[config.mk]
export PLATFORM = sky130hd
export DESIGN_NAME = apb_gpio_master_arb
export DESIGN_NICKNAME = d
export VERILOG_FILES = /design/src/rtl/apb_gpio_pkg.sv /design/src/rtl/rr_arb2.sv /design/src/rtl/apb_gpio_master_arb.sv
export SDC_FILE = /design/constraint.sdc
export NUM_CORES = 1
export LEC_CHECK = 0
export ABC_AREA = 1
export ABC_CLOCK_PERIOD_IN_PS = 2570
export BUFFER_PORTS_ARGS = -buffer_cell sky130_fd_sc_hd__buf_2
export CELL_PAD_IN_SITES_DETAIL_PLACEMENT = 1
export CELL_PAD_IN_SITES_GLOBAL_PLACEMENT = 2
export CORE_MARGIN = 2
export CORE_UTILIZATION = 29
export DETAILED_ROUTE_END_ITERATION = 8
export PLACE_DENSITY_LB_ADDON = 0.25
export SETUP_SLACK_MARGIN = 0.3
export SYNTH_ARGS = -nofsm -noshare
export SYNTH_HDL_FRONTEND = slang
export SYNTH_SLANG_ARGS = --single-unit
[constraint.sdc]
create_clock -name PCLK -period 2.57 [get_ports PCLK]
set_input_delay 0.257 -clock PCLK [delete_from_list [all_inputs] [get_ports PCLK]]
set_output_delay 0.257 -clock PCLK [all_outputs]
set_load 0.02 [all_outputs]
[src/rtl/apb_gpio_pkg.sv]
// Shared types and constants for the two-requester APB GPIO master.
// The GPIO peripheral exposes a direction register and a data register.
package apb_gpio_pkg;

    localparam int STRB_W = 4;

    localparam logic [31:0] GPIO_DIR_ADDR  = 32'h0000_0000;
    localparam logic [31:0] GPIO_DATA_ADDR = 32'hFFFF_FFFF;

    typedef enum logic [1:0] {
        IDLE   = 2'd0,
        SETUP  = 2'd1,
        ACCESS = 2'd2
    } apb_state_e;

    // Reads must present an all-zero strobe on the bus.
    function automatic logic [STRB_W-1:0] apb_strb(input logic write,
                                                   input logic [STRB_W-1:0] strb);
        return write ? strb : '0;
    endfunction

endpackage

[src/rtl/rr_arb2.sv]
// Two-way round-robin arbiter; the last-grant flop only moves when a
// request is actually accepted, so an idle bus never shifts priority.
module rr_arb2 (
    input  logic       i_clk,
    input  logic       i_rst_n,
    input  logic [1:0] i_req,
    input  logic       i_accept,
    output logic [1:0] o_grant
);

    logic r_last_grant;
    logic [1:0] w_grant;

    always_comb begin
        w_grant = 2'b00;
        case (i_req)
            2'b01:   w_grant = 2'b01;
            2'b10:   w_grant = 2'b10;
            2'b11:   w_grant = r_last_grant ? 2'b01 : 2'b10;
            default: w_grant = 2'b00;
        endcase
    end

    // Reset value 1 lets requester 0 win the first tie.
    always_ff @(posedge i_clk) begin
        if (!i_rst_n) begin
            r_last_grant <= 1'b1;
        end else if (i_accept) begin
            r_last_grant <= w_grant[1];
        end
    end

    assign o_grant = w_grant;

endmodule

[src/rtl/apb_gpio_master_arb.sv]
// APB master shared by two requesters: round-robin accept, IDLE/SETUP/ACCESS
// sequencing with PREADY wait states, per-requester response pulse, timeout abort.
module apb_gpio_master_arb
    import apb_gpio_pkg::*;
#(
    parameter int ADDR_W  = 32,
    parameter int DATA_W  = 32,
    parameter int TIMEOUT = 16
) (
    input  logic              PCLK,
    input  logic              PRESETn,
    input  logic              req0_valid,
    output logic              req0_ready,
    input  logic              req0_write,
    input  logic [ADDR_W-1:0] req0_addr,
    input  logic [DATA_W-1:0] req0_wdata,
    input  logic [STRB_W-1:0] req0_strb,
    input  logic              req1_valid,
    output logic              req1_ready,
    input  logic              req1_write,
    input  logic [ADDR_W-1:0] req1_addr,
    input  logic [DATA_W-1:0] req1_wdata,
    input  logic [STRB_W-1:0] req1_strb,
    output logic              rsp0_valid,
    output logic [DATA_W-1:0] rsp0_rdata,
    output logic              rsp0_err,
    output logic              rsp1_valid,
    output logic [DATA_W-1:0] rsp1_rdata,
    output logic              rsp1_err,
    output logic              PSEL,
    output logic              PENABLE,
    output logic [ADDR_W-1:0] PADDR,
    output logic              PWRITE,
    output logic [STRB_W-1:0] PSTRB,
    output logic [DATA_W-1:0] PWDATA,
    input  logic [DATA_W-1:0] PRDATA,
    input  logic              PREADY
);

    localparam int CNT_W = $clog2(TIMEOUT);
    localparam logic [CNT_W-1:0] CNT_LAST = CNT_W'(TIMEOUT - 1);

    apb_state_e        r_state;
    apb_state_e        w_state_next;
    logic [CNT_W-1:0]  r_cnt;
    logic              r_owner;
    logic              r_psel;
    logic              r_penable;
    logic [ADDR_W-1:0] r_paddr;
    logic              r_pwrite;
    logic [STRB_W-1:0] r_pstrb;
    logic [DATA_W-1:0] r_pwdata;

    logic [1:0]        w_grant;
    logic [1:0]        w_ready;
    logic              w_accept;
    logic              w_done;
    logic              w_abort;

    logic              w_sel_write;
    logic [ADDR_W-1:0] w_sel_addr;
    logic [DATA_W-1:0] w_sel_wdata;
    logic [STRB_W-1:0] w_sel_strb;

    logic [1:0]        r_rsp_valid;
    logic [1:0]        r_rsp_err;
    logic [DATA_W-1:0] r_rsp_rdata [2];

    rr_arb2 u_arb (
        .i_clk    (PCLK),
        .i_rst_n  (PRESETn),
        .i_req    ({req1_valid, req0_valid}),
        .i_accept (w_accept),
        .o_grant  (w_grant)
    );

    assign w_sel_write = w_grant[1] ? req1_write : req0_write;
    assign w_sel_addr  = w_grant[1] ? req1_addr  : req0_addr;
    assign w_sel_wdata = w_grant[1] ? req1_wdata : req0_wdata;
    assign w_sel_strb  = w_grant[1] ? req1_strb  : req0_strb;

    always_comb begin
        w_state_next = r_state;
        w_ready      = 2'b00;
        w_done       = 1'b0;
        w_abort      = 1'b0;
        case (r_state)
            IDLE: begin
                // Ready is withheld while reset is asserted so nothing is acknowledged.
                if (PRESETn) begin
                    w_ready = w_grant;
                    if (|w_grant) begin
                        w_state_next = SETUP;
                    end
                end
            end
            SETUP: w_state_next = ACCESS;
            ACCESS: begin
                if (PREADY) begin
                    w_done       = 1'b1;
                    w_state_next = IDLE;
                end else if (r_cnt == CNT_LAST) begin
                    w_abort      = 1'b1;
                    w_state_next = IDLE;
                end
            end
            default: w_state_next = IDLE;
        endcase
    end

    assign w_accept   = |w_ready;
    assign req0_ready = w_ready[0];
    assign req1_ready = w_ready[1];

    always_ff @(posedge PCLK) begin
        if (!PRESETn) begin
            r_state   <= IDLE;
            r_cnt     <= '0;
            r_owner   <= 1'b0;
            r_psel    <= 1'b0;
            r_penable <= 1'b0;
            r_paddr   <= '0;
            r_pwrite  <= 1'b0;
            r_pstrb   <= '0;
            r_pwdata  <= '0;
        end else begin
            r_state <= w_state_next;
            case (r_state)
                IDLE: begin
                    if (w_accept) begin
                        r_psel   <= 1'b1;
                        r_paddr  <= w_sel_addr;
                        r_pwrite <= w_sel_write;
                        r_pwdata <= w_sel_wdata;
                        r_pstrb  <= apb_strb(w_sel_write, w_sel_strb);
                        r_owner  <= w_grant[1];
                        r_cnt    <= '0;
                    end
                end
                SETUP: r_penable <= 1'b1;
                ACCESS: begin
                    // Address/data deliberately keep their last values after completion.
                    if (w_done || w_abort) begin
                        r_psel    <= 1'b0;
                        r_penable <= 1'b0;
                        r_cnt     <= '0;
                    end else begin
                        r_cnt <= r_cnt + 1'b1;
                    end
                end
                default: ;
            endcase
        end
    end

    for (genvar gi = 0; gi < 2; gi++) begin : g_rsp
        always_ff @(posedge PCLK) begin
            if (!PRESETn) begin
                r_rsp_valid[gi] <= 1'b0;
                r_rsp_err[gi]   <= 1'b0;
                r_rsp_rdata[gi] <= '0;
            end else if ((w_done || w_abort) && (r_owner == 1'(gi))) begin
                r_rsp_valid[gi] <= 1'b1;
                r_rsp_err[gi]   <= w_abort;
                r_rsp_rdata[gi] <= (w_done && !r_pwrite) ? PRDATA : '0;
            end else begin
                r_rsp_valid[gi] <= 1'b0;
                r_rsp_err[gi]   <= 1'b0;
                r_rsp_rdata[gi] <= '0;
            end
        end
    end

    assign rsp0_valid = r_rsp_valid[0];
    assign rsp0_err   = r_rsp_err[0];
    assign rsp0_rdata = r_rsp_rdata[0];
    assign rsp1_valid = r_rsp_valid[1];
    assign rsp1_err   = r_rsp_err[1];
    assign rsp1_rdata = r_rsp_rdata[1];

    assign PSEL    = r_psel;
    assign PENABLE = r_penable;
    assign PADDR   = r_paddr;
    assign PWRITE  = r_pwrite;
    assign PSTRB   = r_pstrb;
    assign PWDATA  = r_pwdata;

endmodule

# Yosys cells after proc, flatten, opt, wreduce, memory -nomap -nowiden
# Memory sizes are Yosys's and may differ from the RTL's.
# Cells that the tools add are included.
# word_totals
input_bits	175
word_cells	91
out_inout_bits	141
regBits	83
mem_count	1
mem_bits_rw	64
romBits	0
latchBits	0
# classes
n_addsub	1
n_eq_ne	10
div	0
bitwise_logic	5
n_lt_le_gt_ge	0
multipliers	0
n_reduce_logical	17
shifts	0
n_mux	43
# memory_table
name	words	width	read_ports	rd_clocked_by_memory_dff	write_ports	line_no	source
r_rsp_rdata	2	32	2	0	2	apb_gpio_master_arb.sv:67	logic [DATA_W-1:0] r_rsp_rdata [2];
# op_table
op	n
two-way mux 32 bit	7
two-way mux 1 bit	21
two-way mux 4 bit	4
two-way mux 2 bit	6
one-hot mux 2 bit (3 select lines)	2
AND reduction 2 bit	6
one-hot mux 4 bit (2 select lines)	1
== test 2 bit, second input constant	3
adder 4 x 1 -> 4 bit, second input constant	1
== test 2 x 1 -> 1 bit, second input constant	2
== test 4 bit, second input constant	1
inequality test 2 bit, second input constant	2
bitwise OR 1 bit	4
one-hot mux 1 bit (2 select lines)	2
nonzero test 2 bit	2
OR reduction 2 bit	2
logical AND 1 bit	3
inequality test 3 bit, second input constant	1
AND reduction 3 bit	1
zero test 2 bit	1
inequality test 2 x 1 -> 1 bit, second input constant	1
zero test 1 bit	1
logical OR 1 bit	1
inverter 1 bit	1

# Depth between registers and ports, before layout
# Gate-level depths: netlist of run 1.
# logic_depth
ltp_word	11
ltp_mapped	8
depth_no_buf	7

# Cells and area by module
# A second synthesis of run 1 with hierarchy kept.
# hier_totals
hier_cells	741
hier_area_um2	6543.8
# modules_own_cells
mod	instances	cells_each	seq_area_each_um2	area_per_inst_um2
apb_gpio_master_arb	1	731	3563.4	6481.2
rr_arb2	1	10	20.0	62.6

# Worst setup path after synthesis of run 1
# OpenSTA, ideal clock, no wires.
# synth_timing
path_kind	register to register
start	register r_cnt[0]
end	memory r_rsp_rdata[0][23] (data pin)
setup_time_ps	261
setup_slack_ps	1118
path_buffers	1
synth_period_minus_slack_ps	1452
path_stages_with_launch	9
required_ps	2309
t_arrival_ps	1191
path_cell_list	dfxtp_1 ha_1 nand3_1 nand2_1 nand2_1 inv_2 nand2_2 buf_4 nor3_2
# synth_lines
element	line_no	source
start: declaration	apb_gpio_master_arb.sv:45	logic [CNT_W-1:0] r_cnt;
start signal: assignment	apb_gpio_master_arb.sv:148	r_cnt <= r_cnt + 1'b1;
end: declaration	apb_gpio_master_arb.sv:67	

==> results of run 1 <==
cells in the final DEF, fill, tap and decap left out, drive strengths merged:
cell type,netlist,routed
clkbuf,8,20
dfxtp,83,83
a21oi,76,76
inv,45,47
conb,1,64
nand2,36,36
bufinv,0,1
o211ai,1,1
a21boi,1,1
clkinv,0,5
ha,1,1
xnor2,1,1
o22ai,64,64
buf,41,329
nor3,65,65
edfxtp,64,64
o21ai,67,67
nand3,14,14
clkinvlp,0,4
diode,0,1
nor2,9,9
power by group through the flow:
stage	clock network, mW	logic, mW	registers, mW
floorplan	0	0.434	2.87
global placement	0	0.995	2.69
detailed placement	0	0.996	2.70
CTS	2.42	0.998	2.65
global route	2.53	1.08	2.66
finish	2.34	0.981	2.65
flip-flops by register name, summed over array words and instances, names as in the netlist:
signal	cells
PSEL	1
rsp0_err	1
rsp1_err	1
rsp0_valid	1
r_rsp_rdata	64
PSTRB	4
u_arb.r_last_grant	1
PWRITE	1
r_state	2
PADDR	32
PENABLE	1
rsp1_valid	1
r_cnt	4
r_owner	1
PWDATA	32
worst max-delay path by stage:
stage / slack (ns) / endpoint / cells past startpoint / start
CTS: 0.62 / r_rsp_rdata[1][1] / 7 / r_cnt[0]
floorplan: 1.12 / r_rsp_rdata[0][23] / 8 / r_cnt[0]
global placement: 0.72 / r_rsp_rdata[1][31] / 7 / r_cnt[0]
global route: 0.39 / r_rsp_rdata[1][1] / 7 / r_cnt[0]
finish: 0.69 / r_rsp_rdata[1][1] / 7 / r_cnt[0]
detailed placement: 0.64 / r_rsp_rdata[1][1] / 7 / r_cnt[0]
per-layer routing:
metal	part of all wire [%]	vias up	wire length, um
li1	-	2753	-
met4	2.1	4	391
met1	42	2459	7952
met5	0.14	-	27
met2	47	213	8846
met3	8.9	26	1680
stage by stage:
stage	utilization, %	std cells
CTS	41.80	1227
finish	41.81	1228
floorplan	-	640
global route	41.81	1228
global placement	39.19	1195
detailed placement	39.19	1195
layout make-up:
class | instances | area (um^2) | share of cell area, %
Multi-Input combinational cell | 399 | 2462 | 27.84
Clock inverter | 12 | 105.1 | 1.188
Tap cell | 275 | 344.1 | 3.890
Antenna cell | 1 | 2.502 | 0.02829
Sequential cell | 147 | 3583 | 40.51
Timing Repair Buffer | 329 | 1732 | 19.58
Inverter | 45 | 168.9 | 1.910
Clock buffer | 20 | 446.7 | 5.050
worst max-delay path: cells and delay by family, from the launching register on:
family,cells,cell delay (ns)
flip-flops,1,0.36
adder cells (fa/ha/maj),1,0.20
AND/OR/NAND/NOR,5,1.03
buffers and inverters,1,0.09
logic make-up after synthesis:
group | count (synthesis) | synth area share [%]
DFF | 147 | 56.83
AOI/OAI and AO/OA | 209 | 20.50
xor gates and xnor gates | 1 | 0.1389
and+or+nand+nor | 124 | 14.07
adders and majority gates | 1 | 0.1984
other | 1 | 0.05947
buffers and inverters | 94 | 8.214
==> run_results.csv, run 1 <==
group,metric,value,unit
worst_setup_path,rr_endpoint,"r_rsp_rdata[1][1]",
sta,finalCritPeriodShare,73.31,%
die,die_width,151.5,um
die,die-area,22940,um^2
die,rows,53,
finish,n_fill_cell,2537,
global_routing,grt_max_degree,59,
detailed_routing,wirelength,18.90,mm
clock_tree,clk_path_buf_depth,2,
sta,max_clock_freq,530.7,MHz
yosys,yosysWarnings,0,
global_routing,grt.overflow.total,0,
worst_setup_path,reg2reg_depth,7,
power,pwr-share-clk,39.3,%
power,power.share.combinational,16.4,%
yosys,syn_avg_cell_area,10.93,um^2
clock_tree,postCtsResizedCells,0,
placed_design,dpl_cell_area,8290,um^2
sta,timing.final.ws_setup,0.6858,ns
yosys,ys_top_cells_by_area,"edfxtp_1 30%, dfxtp_1 26%, nor3_2 9.0%",
clock_tree,postCtsSetupRepairBufs,0,
sta,timing.hold.ws,0.1276,ns
worst_setup_path,required,2.80,ns
worst_hold_path,hp-class,"input pin to register",
clock_tree,ctsHoldBuffers,0,
global_routing,grt_pass1_vias,5450,
worst_setup_path,max_stage_delay,0.43,ns
worst_hold_path,holdPathStages,3,
global_routing,grt_use_met2,27.06,%
yosys,syn_inst,577,
clock_tree,clk_latency,0.41,ns
job,maxCapViolCount,0,
placed_design,post-dp-hpwl,14.19,mm
power,netSwitchingFraction,28.26,%
sta,hold_viol_final,0,
power,intPower,4.284,mW
worst_hold_path,min_to,"PADDR[24]",
power,p_switching,1.688,mW
worst_hold_path,hp-start,"req1_addr[24]",
worst_setup_path,r2r_start,"r_cnt[0]",
worst_setup_path,path_class,"register to register",
detailed_routing,routedWlPerCell,15.39,um
worst_setup_path,critPathLaunchType,"register",
die,start_util,29.81,%
sta,slew_violations,0,
sta,period_needed,1.884,ns
yosys,synth_seq_area_share,56.83,%
clock_tree,cts_tree,"built",
yosys,async_reset_ff_share,0,%
power,cellPowerDensity,675.3,nW/um^2
global_routing,grt_util_all_layers,16.23,%
detailed_routing,drt-initial-drc-count,188,
worst_setup_path,reg2reg_slack,0.69,ns
finish,fin_nets,1115,
status,outcome,"complete, no violations",
yosys,yosysMostFrequentCell,"dfxtp_1",
finish,postLayoutCellArea,8845,um^2
clock_tree,cts_num_sinks,147,
placed_design,place_ws,0.6361,ns
global_routing,antenna_found_initial,3,
die,fp.coreArea,21150,um^2
detailed_routing,drc,0,
placed_design,io_buffer_count,315,
yosys,synth_cell_types,28,
sta,setup_viol,0,
power,p_total,5.972,mW
power,sequentialPowerShare,44.3,%
die,ios,316,
clock_tree,numCtsBuffers,17,
clock_tree,clkTransAtPathRegs,0.06,ns
detailed_routing,drtPass1Iterations,4,
sta,grt_setup_unrepaired,"false",
yosys,netlist_area,6306,um^2
clock_tree,clockRootBuffer,"clkbuf_16",
global_routing,met1_usage,19.32,%
power,power.leakage,3.940,nW
detailed_routing,vias,5455,
die,die_h,151.5,um
finish,area_growth,40.26,%
worst_setup_path,cp_max_fo,33,
worst_setup_path,crit_arrival,2.11,ns
yosys,synth_edf_count,64,
worst_setup_path,path_cells,"ha_1, nand3_1, nand2_1, nand2_1, inv_2, nand3_4, nor3_1",
sta,relSlewSlack,58.86,%
worst_setup_path,crit_top_cell,"nand2_1",
yosys,synth-seq-cells,147,
worst_setup_path,crit_path_top_delay_cell,"nand3_4",
sta,fin_worst_skew,0.009414,ns
finish,drive_gt1_share,49.47,%
worst_setup_path,crit_path_end_kind,"register",
sta,worst_pin_slew,0.6171,ns
sta,finalSetupTns,0,ns
global_routing,busiest_layer,"met2",
yosys,yosys-top-cells-count,"83 x dfxtp_1, 64 x edfxtp_1, 64 x o22ai_1",
yosys,netlist.area_leader.share,30.48,%
placed_design,place.gp.congestion,0.7545,
clock_tree,cts_htree_levels,4,
power,ir_worst_vdd,0.3873,mV
yosys,synth_largest_area_cell,"edfxtp_1",
detailed_routing,drtAntennaViolNets,0,
global_routing,grt_pass1_wl,28.59,mm
yosys,yosys_most_used_dff,"dfxtp_1",
global_routing,grtUsageMet3,5.539,%
detailed_routing,via_per_inst,4.442,
Note: power is estimated with default switching activity, not from simulation.
==> run 2, diff against run 1 <==
--- a/config.mk
+++ b/config.mk
@@ -6,12 +6,12 @@
 export NUM_CORES = 1
 export LEC_CHECK = 0
 export ABC_AREA = 1
-export ABC_CLOCK_PERIOD_IN_PS = 2570
+export ABC_CLOCK_PERIOD_IN_PS = 1800
 export BUFFER_PORTS_ARGS = -buffer_cell sky130_fd_sc_hd__buf_2
 export CELL_PAD_IN_SITES_DETAIL_PLACEMENT = 1
 export CELL_PAD_IN_SITES_GLOBAL_PLACEMENT = 2
 export CORE_MARGIN = 2
-export CORE_UTILIZATION = 29
+export CORE_UTILIZATION = 27
 export DETAILED_ROUTE_END_ITERATION = 8
 export PLACE_DENSITY_LB_ADDON = 0.25
 export SETUP_SLACK_MARGIN = 0.3
==> constraint.sdc (replaced) <==
create_clock -name PCLK -period 1.8 [get_ports PCLK]
set_input_delay 0.18 -clock PCLK [delete_from_list [all_inputs] [get_ports PCLK]]
set_output_delay 0.18 -clock PCLK [all_outputs]
set_load 0.02 [all_outputs]
==> run_results.csv, run 2 (synthesis results as in run 1) <==
group,metric,value,unit
status,outcome,"complete, no violations",
power,pwr-share-clk,38.5,%
detailed_routing,drtAntennaViolNets,0,
power,intPower,6.055,mW
detailed_routing,via_per_inst,4.422,
die,fp.coreArea,22780,um^2
finish,drive_gt1_share,53.42,%
power,power.share.combinational,17.8,%
worst_hold_path,hp-class,"input pin to register",
global_routing,antenna_found_initial,1,
clock_tree,cts_tree,"built",
sta,finalCritPeriodShare,85.30,%
placed_design,post-dp-hpwl,14.61,mm
clock_tree,cts_num_sinks,147,
worst_setup_path,crit_path_end_kind,"register",
placed_design,placed_cells,1237,
die,ios,316,
sta,relSlewSlack,60.59,%
detailed_routing,routedWlPerCell,16.63,um
worst_setup_path,cp_max_fo,6,
finish,top_register,"r_rsp_rdata",
finish,final_util,42.24,%
sta,period_needed,1.535,ns
clock_tree,cts_htree_levels,4,
detailed_routing,drc,0,
finish,area_growth,52.56,%
global_routing,grt_util_all_layers,16.64,%
global_routing,grt_max_degree,123,
worst_setup_path,path_class,"register to register",
die,die_width,156.8,um
detailed_routing,wirelength,21.73,mm
worst_setup_path,crit_arrival,1.80,ns
global_routing,grt_pass1_vias,5780,
detailed_routing,drt-initial-drc-count,154,
sta,finalSetupTns,0,ns
clock_tree,numCtsBuffers,17,
sta,slew_violations,0,
sta,max_clock_freq,651.3,MHz
clock_tree,clkTransAtPathRegs,0.07,ns
power,netSwitchingFraction,30.20,%
sta,worst_pin_slew,0.5912,ns
worst_setup_path,max_stage_delay,0.35,ns
worst_setup_path,path_cells,"ha_4, nand3_4, nand2_2, nand2_2, inv_2, buf_4, nand2_8, clkbuf_16, nor3_2",
clock_tree,ctsHoldBuffers,0,
finish,layout_common_cells,"313 x buf_2, 80 x dfxtp_1, 64 x o22ai_1, 64 x edfxtp_1, 64 x conb_1",
finish,largest_reg_flops,64,
power,p_switching,2.620,mW
worst_setup_path,required,2.06,ns
job,maxCapViolCount,0,
worst_setup_path,critPathLaunchType,"register",
worst_setup_path,crit_top_cell,"nand2_2",
clock_tree,clk_path_buf_depth,2,
die,die_h,156.8,um
die,rows,55,
finish,final_common_cell,"buf_2",
finish,fin_nets,1157,
worst_setup_path,crit_path_top_delay_cell,"dfxtp_2",
global_routing,grt_pass1_wl,31.36,mm
global_routing,grt.overflow.total,0,
finish,diodes,0,
worst_setup_path,critical_path_buf_inv_count,3,
sta,hold_viol_final,0,
sta,setup_viol,0,
placed_design,place.gp.congestion,0.7189,
die,start_util,27.68,%
sta,fin_worst_skew,0.009720,ns
power,cellPowerDensity,901.7,nW/um^2
power,sequentialPowerShare,43.6,%
worst_setup_path,cp_top_family,"simple AND/OR/NAND/NOR gates",
detailed_routing,vias,5780,
placed_design,io_buffer_count,315,
die,die-area,24590,um^2
clock_tree,clockRootBuffer,"clkbuf_16",
power,ir_worst_vdd,0.4918,mV
finish,final_cells,1307,
clock_tree,clk_latency,0.42,ns
sta,grt_setup_unrepaired,"true",
power,power.leakage,4.325,nW
detailed_routing,drtPass1Iterations,4,
[run 2: cell count changes in the layout (fill, tap and decap cells not counted), moves of 3 or more]
cell | previous run | this run
nor3_4 | 0 | 10
buf_12 | 4 | 8
inv_6 | 2 | 6
clkbuf_16 | 17 | 21
nor3_1 | 8 | 3
dfxtp_1 | 83 | 80
nand2_1 | 32 | 29
nor3_2 | 57 | 52
buf_6 | 0 | 7
buf_16 | 0 | 4
buf_4 | 10 | 32
[run 2: per-stage QoR]
step,hold slack [ns],cell area (um^2),setup WS (ns),power [mW]
6_report,0.04034,9620,0.2646,8.675
5_1_grt,0.02280,9620,0.2138,9.089
4_1_cts,0.01929,9328,0.2689,8.711
3_5_place_dp,0.4538,8418,0.1439,5.277
3_3_place_gp,0.4509,8418,0.1857,5.272
2_1_floorplan,0.3471,6543,0.3476,4.723
[run 2: worst reg2reg max path, stage by stage, from the launching register on]
cell       delay, ns
dfxtp_2         0.35
ha_4            0.15
nand3_4         0.08
nand2_2         0.09
nand2_2         0.06
inv_2           0.07
buf_4           0.16
nand2_8         0.10
clkbuf_16       0.21
nor3_2          0.11
[run 2: what timing repair did]
action                                  4_1_cts  5_1_grt
gates cloned                                  4        6
resized for setup                            22       29
buffers inserted                             21        7
pin swaps                                     5        8
endpoints found under the setup margin       90      126
[run 2: cell type report]
class                   instances  area [um^2]
clock buffers                  17        425.4
clock inverters                15        121.4
fillers                      2684        13160
inverters                      45        171.4
multi-input cells             400         2618
flip-flops and latches        147         3590
well taps                     313        391.6
repair buffers                370         2303
[run 2: power by group through the flow]
stage | Combinational, mW | Sequential (mW) | Clock [mW]
global placement | 1.43 | 3.84 | 0
detailed placement | 1.42 | 3.85 | 0
global route | 1.69 | 3.81 | 3.59
CTS | 1.48 | 3.78 | 3.45
finish | 1.55 | 3.78 | 3.34
floorplan | 0.619 | 4.10 | 0
[run 2: metal layers]
metal / vias to the layer above / wire length, um / track usage [%]
li1: 2829 / - / -
met1: 2702 / 9287 / 21.03
met2: 224 / 10400 / 27.28
met3: 23 / 1784 / 5.428
met4: 2 / 241 / 4.500
met5: - / 16 / 0
[run 2: worst paths after layout]
| check | startpoint | end | slack, ns | cells after the start |
|---|---|---|---|---|
| max reg2reg | r_cnt[0] | r_rsp_rdata[0][15] | 0.26 | 9 |
| min reg2reg | PENABLE | PENABLE | 0.46 | 2 |
| max | r_cnt[0] | r_rsp_rdata[0][15] | 0.26 | 9 |
| min | req1_wdata[1] | PWDATA[1] | 0.04 | 3 |
==> run 3, diff against run 2 <==
--- a/config.mk
+++ b/config.mk
@@ -6,15 +6,15 @@
 export NUM_CORES = 1
 export LEC_CHECK = 0
 export ABC_AREA = 1
-export ABC_CLOCK_PERIOD_IN_PS = 1800
 export BUFFER_PORTS_ARGS = -buffer_cell sky130_fd_sc_hd__buf_2
 export CELL_PAD_IN_SITES_DETAIL_PLACEMENT = 1
 export CELL_PAD_IN_SITES_GLOBAL_PLACEMENT = 2
 export CORE_MARGIN = 2
-export CORE_UTILIZATION = 27
+export CORE_UTILIZATION = 26
 export DETAILED_ROUTE_END_ITERATION = 8
 export PLACE_DENSITY_LB_ADDON = 0.25
 export SETUP_SLACK_MARGIN = 0.3
 export SYNTH_ARGS = -nofsm -noshare
 export SYNTH_HDL_FRONTEND = slang
+export SYNTH_HIERARCHICAL = 1
 export SYNTH_SLANG_ARGS = --single-unit
==> run_results.csv, run 3 <==
group,metric,value,unit
power,intPower,6.314,mW
die,die_h,162.6,um
worst_setup_path,cp_top_family,"buffers and inverters",
detailed_routing,vias,6367,
placed_design,placed_cells,1415,
worst_setup_path,critical_path_buf_inv_count,3,
yosys,synthMuxAreaShare,1.836,%
worst_setup_path,required,2.07,ns
yosys,synth_compound_area_share,7.228,%
clock_tree,cts_tree,"built",
placed_design,post-dp-hpwl,15.44,mm
power,p_switching,2.963,mW
sta,max_clock_freq,633.6,MHz
yosys,synth-seq-cells,147,
die,rows,58,
clock_tree,cts_num_sinks,147,
worst_hold_path,hp-start,"req1_valid",
power,p_total,9.277,mW
power,power.share.combinational,21.9,%
worst_setup_path,rr_endpoint,"r_rsp_rdata[0][2]",
placed_design,io_buffer_count,315,
global_routing,grt_pass1_vias,6290,
sta,grt_setup_unrepaired,"true",
die,fp.coreArea,24960,um^2
detailed_routing,drt-initial-drc-count,207,
clock_tree,clk_path_buf_depth,2,
finish,final_util,41.70,%
detailed_routing,drtPass1Iterations,7,
yosys,yosys-top-cells-count,"196 x nand2_1, 111 x nor2_1, 83 x dfxtp_1",
yosys,netlist_area,6544,um^2
worst_setup_path,crit_path_end_kind,"register",
worst_setup_path,crit_path_top_delay_cell,"dfxtp_2",
worst_hold_path,holdPathStages,3,
finish,drive_gt1_share,42.59,%
yosys,yosys_most_used_dff,"dfxtp_1",
global_routing,grt_pass1_wl,35.91,mm
finish,largest_reg_flops,64,
sta,period_needed,1.578,ns
finish,layout_common_cells,"313 x buf_2, 191 x nand2_1, 107 x nor2_1",
sta,relSlewSlack,54.03,%
placed_design,place.gp.congestion,0.7596,
yosys,synth_seq_area_share,54.76,%
die,die-area,26450,um^2
placed_design,place_ws,0.1055,ns
die,die_width,162.6,um
worst_setup_path,critPathLaunchType,"register",
finish,postLayoutCellArea,10410,um^2
die,ios,316,
yosys,yosys.area_share.simple,28.55,%
detailed_routing,via_per_inst,4.265,
power,sequentialPowerShare,41.4,%
global_routing,grt_util_all_layers,18.00,%
sta,hold_viol_final,0,
yosys,netlist.area_leader.share,29.37,%
yosys,yosysMostFrequentCell,"nand2_1",
worst_hold_path,hp-class,"input pin to register",
sta,slew_violations,0,
yosys,synth_cell_types,29,
detailed_routing,drtAntennaViolNets,0,
yosys,syn_inst,741,
worst_hold_path,min_to,"u_arb/r_last_grant",
job,maxCapViolCount,0,
sta,worst_pin_slew,0.6895,ns
sta,timing.final.ws_setup,0.2217,ns
placed_design,dpl_cell_area,8726,um^2
worst_setup_path,r2r_start,"r_cnt[1]",
clock_tree,clk_latency,0.43,ns
yosys,syn_avg_cell_area,8.831,um^2
yosys,ys_top_cells_by_area,"edfxtp_1 29%, dfxtp_1 25%, nand2_1 11%",
worst_setup_path,crit_arrival,1.85,ns
yosys,synth_top_family_by_area,"simple AND/OR/NAND/NOR gates",
sta,setup_viol,0,
yosys,synth_largest_area_cell,"edfxtp_1",
yosys,synth_edf_count,64,
power,power.leakage,5.210,nW
power,pwr-share-clk,36.6,%
finish,multi_input_area,3065,um^2
clock_tree,clkTransAtPathRegs,0.07,ns
detailed_routing,wirelength,25.20,mm
detailed_routing,drc,0,
sta,fin_worst_skew,0.01192,ns
power,ir_worst_vdd,0.3533,mV
sta,finalSetupTns,0,ns
yosys,async_reset_ff_share,0,%
worst_setup_path,cp_max_fo,8,
yosys,yosysWarnings,6,
power,netSwitchingFraction,31.94,%
finish,regArea,3592,um^2
worst_setup_path,reg2reg_depth,8,
finish,top_register,"r_rsp_rdata",
sta,timing.hold.ws,0.02559,ns
finish,final_common_cell,"buf_2",
worst_setup_path,reg2reg_slack,0.22,ns
finish,final_cells,1493,
finish,n_fill_cell,3050,
sta,finalCritPeriodShare,87.68,%
clock_tree,cts_htree_levels,4,
yosys,synthAdderAreaFrac,0.1912,%
global_routing,grt_max_degree,67,
worst_setup_path,path_class,"register to register",
status,outcome,"complete, no violations",
power,cellPowerDensity,891.2,nW/um^2
finish,fin_nets,1323,
worst_setup_path,path_cells,"ha_4, nand3_4, a21oi_4, buf_6, nand3_4, buf_6, buf_16, nor3_4",
clock_tree,numCtsBuffers,17,
clock_tree,clockRootBuffer,"clkbuf_16",
worst_setup_path,max_stage_delay,0.35,ns
yosys,synth-xor-area-share,0.2677,%
finish,area_growth,59.08,%
die,start_util,26.21,%
global_routing,grt.overflow.total,0,
detailed_routing,routedWlPerCell,16.88,um
global_routing,antenna_found_initial,6,
[run 3: per-layer routing]
metal | GRT usage, % | vias up | routed length, um
met2 | 30.70 | 233 | 12340
met4 | 6.074 | 8 | 561
met5 | 0 | - | 57
met1 | 20.96 | 2920 | 10200
met3 | 6.544 | 38 | 2047
li1 | - | 3168 | -
[run 3: worst max-delay path by stage]
stage / startpoint / to / slack [ns] / depth (start not counted)
2_1_floorplan: u_arb/r_last_grant / u_arb/r_last_grant / 0.36 / 11
3_3_place_gp: u_arb/r_last_grant / PWDATA[27] / 0.12 / 6
3_5_place_dp: u_arb/r_last_grant / PWDATA[11] / 0.11 / 9
4_1_cts: r_cnt[1] / r_rsp_rdata[0][29] / 0.25 / 8
5_1_grt: r_cnt[1] / r_rsp_rdata[0][2] / 0.15 / 8
6_report: r_cnt[1] / r_rsp_rdata[0][2] / 0.22 / 8
[run 3: kinds of logic (layout without fill, tap and decap cells)]
| family | count (synthesis) | after routing |
|---|---|---|
| xor+xnor | 2 | 2 |
| fa+ha+maj | 1 | 1 |
| mux | 12 | 12 |
| simple gates | 387 | 388 |
| buf+inv | 98 | 453 |
| compound gates | 93 | 93 |
| other cells | 1 | 67 |
| flops | 147 | 147 |
[run 3: power groups by stage]
| stage | Sequential, mW | Clock [mW] | Combinational, mW |
|---|---|---|---|
| after global placement | 3.91 | 0 | 1.68 |
| after detailed placement | 3.91 | 0 | 1.70 |
| after floorplan | 4.20 | 0 | 0.703 |
| after CTS | 3.84 | 3.49 | 1.95 |
| after global routing | 3.87 | 3.62 | 2.23 |
| final | 3.84 | 3.40 | 2.04 |
[run 3: timing repair]
item / CTS / global route
setup endpoints to repair: 124 / 137
gates resized for setup: 49 / 58
pin swaps: 7 / 11
hold buffers: 0 / 0
buffers inserted: 18 / 2
cloned: 11 / 12
[run 3: worst min-delay path: cells and delay by family]
kind | cells | cell delay, ns
simple gates | 2 | 0.13
buf+inv | 1 | 0.10
[run 3: area by class of cell]
cell class,instances,share of cell area (%)
flip-flops and latches,147,34.51
multi-input cells,560,29.45
repair buffers,372,24.77
clock buffers,17,4.087
well taps,330,3.966
inverters,48,1.899
clock inverters,15,1.166
repair inverters,1,0.08413
diodes,3,0.07212
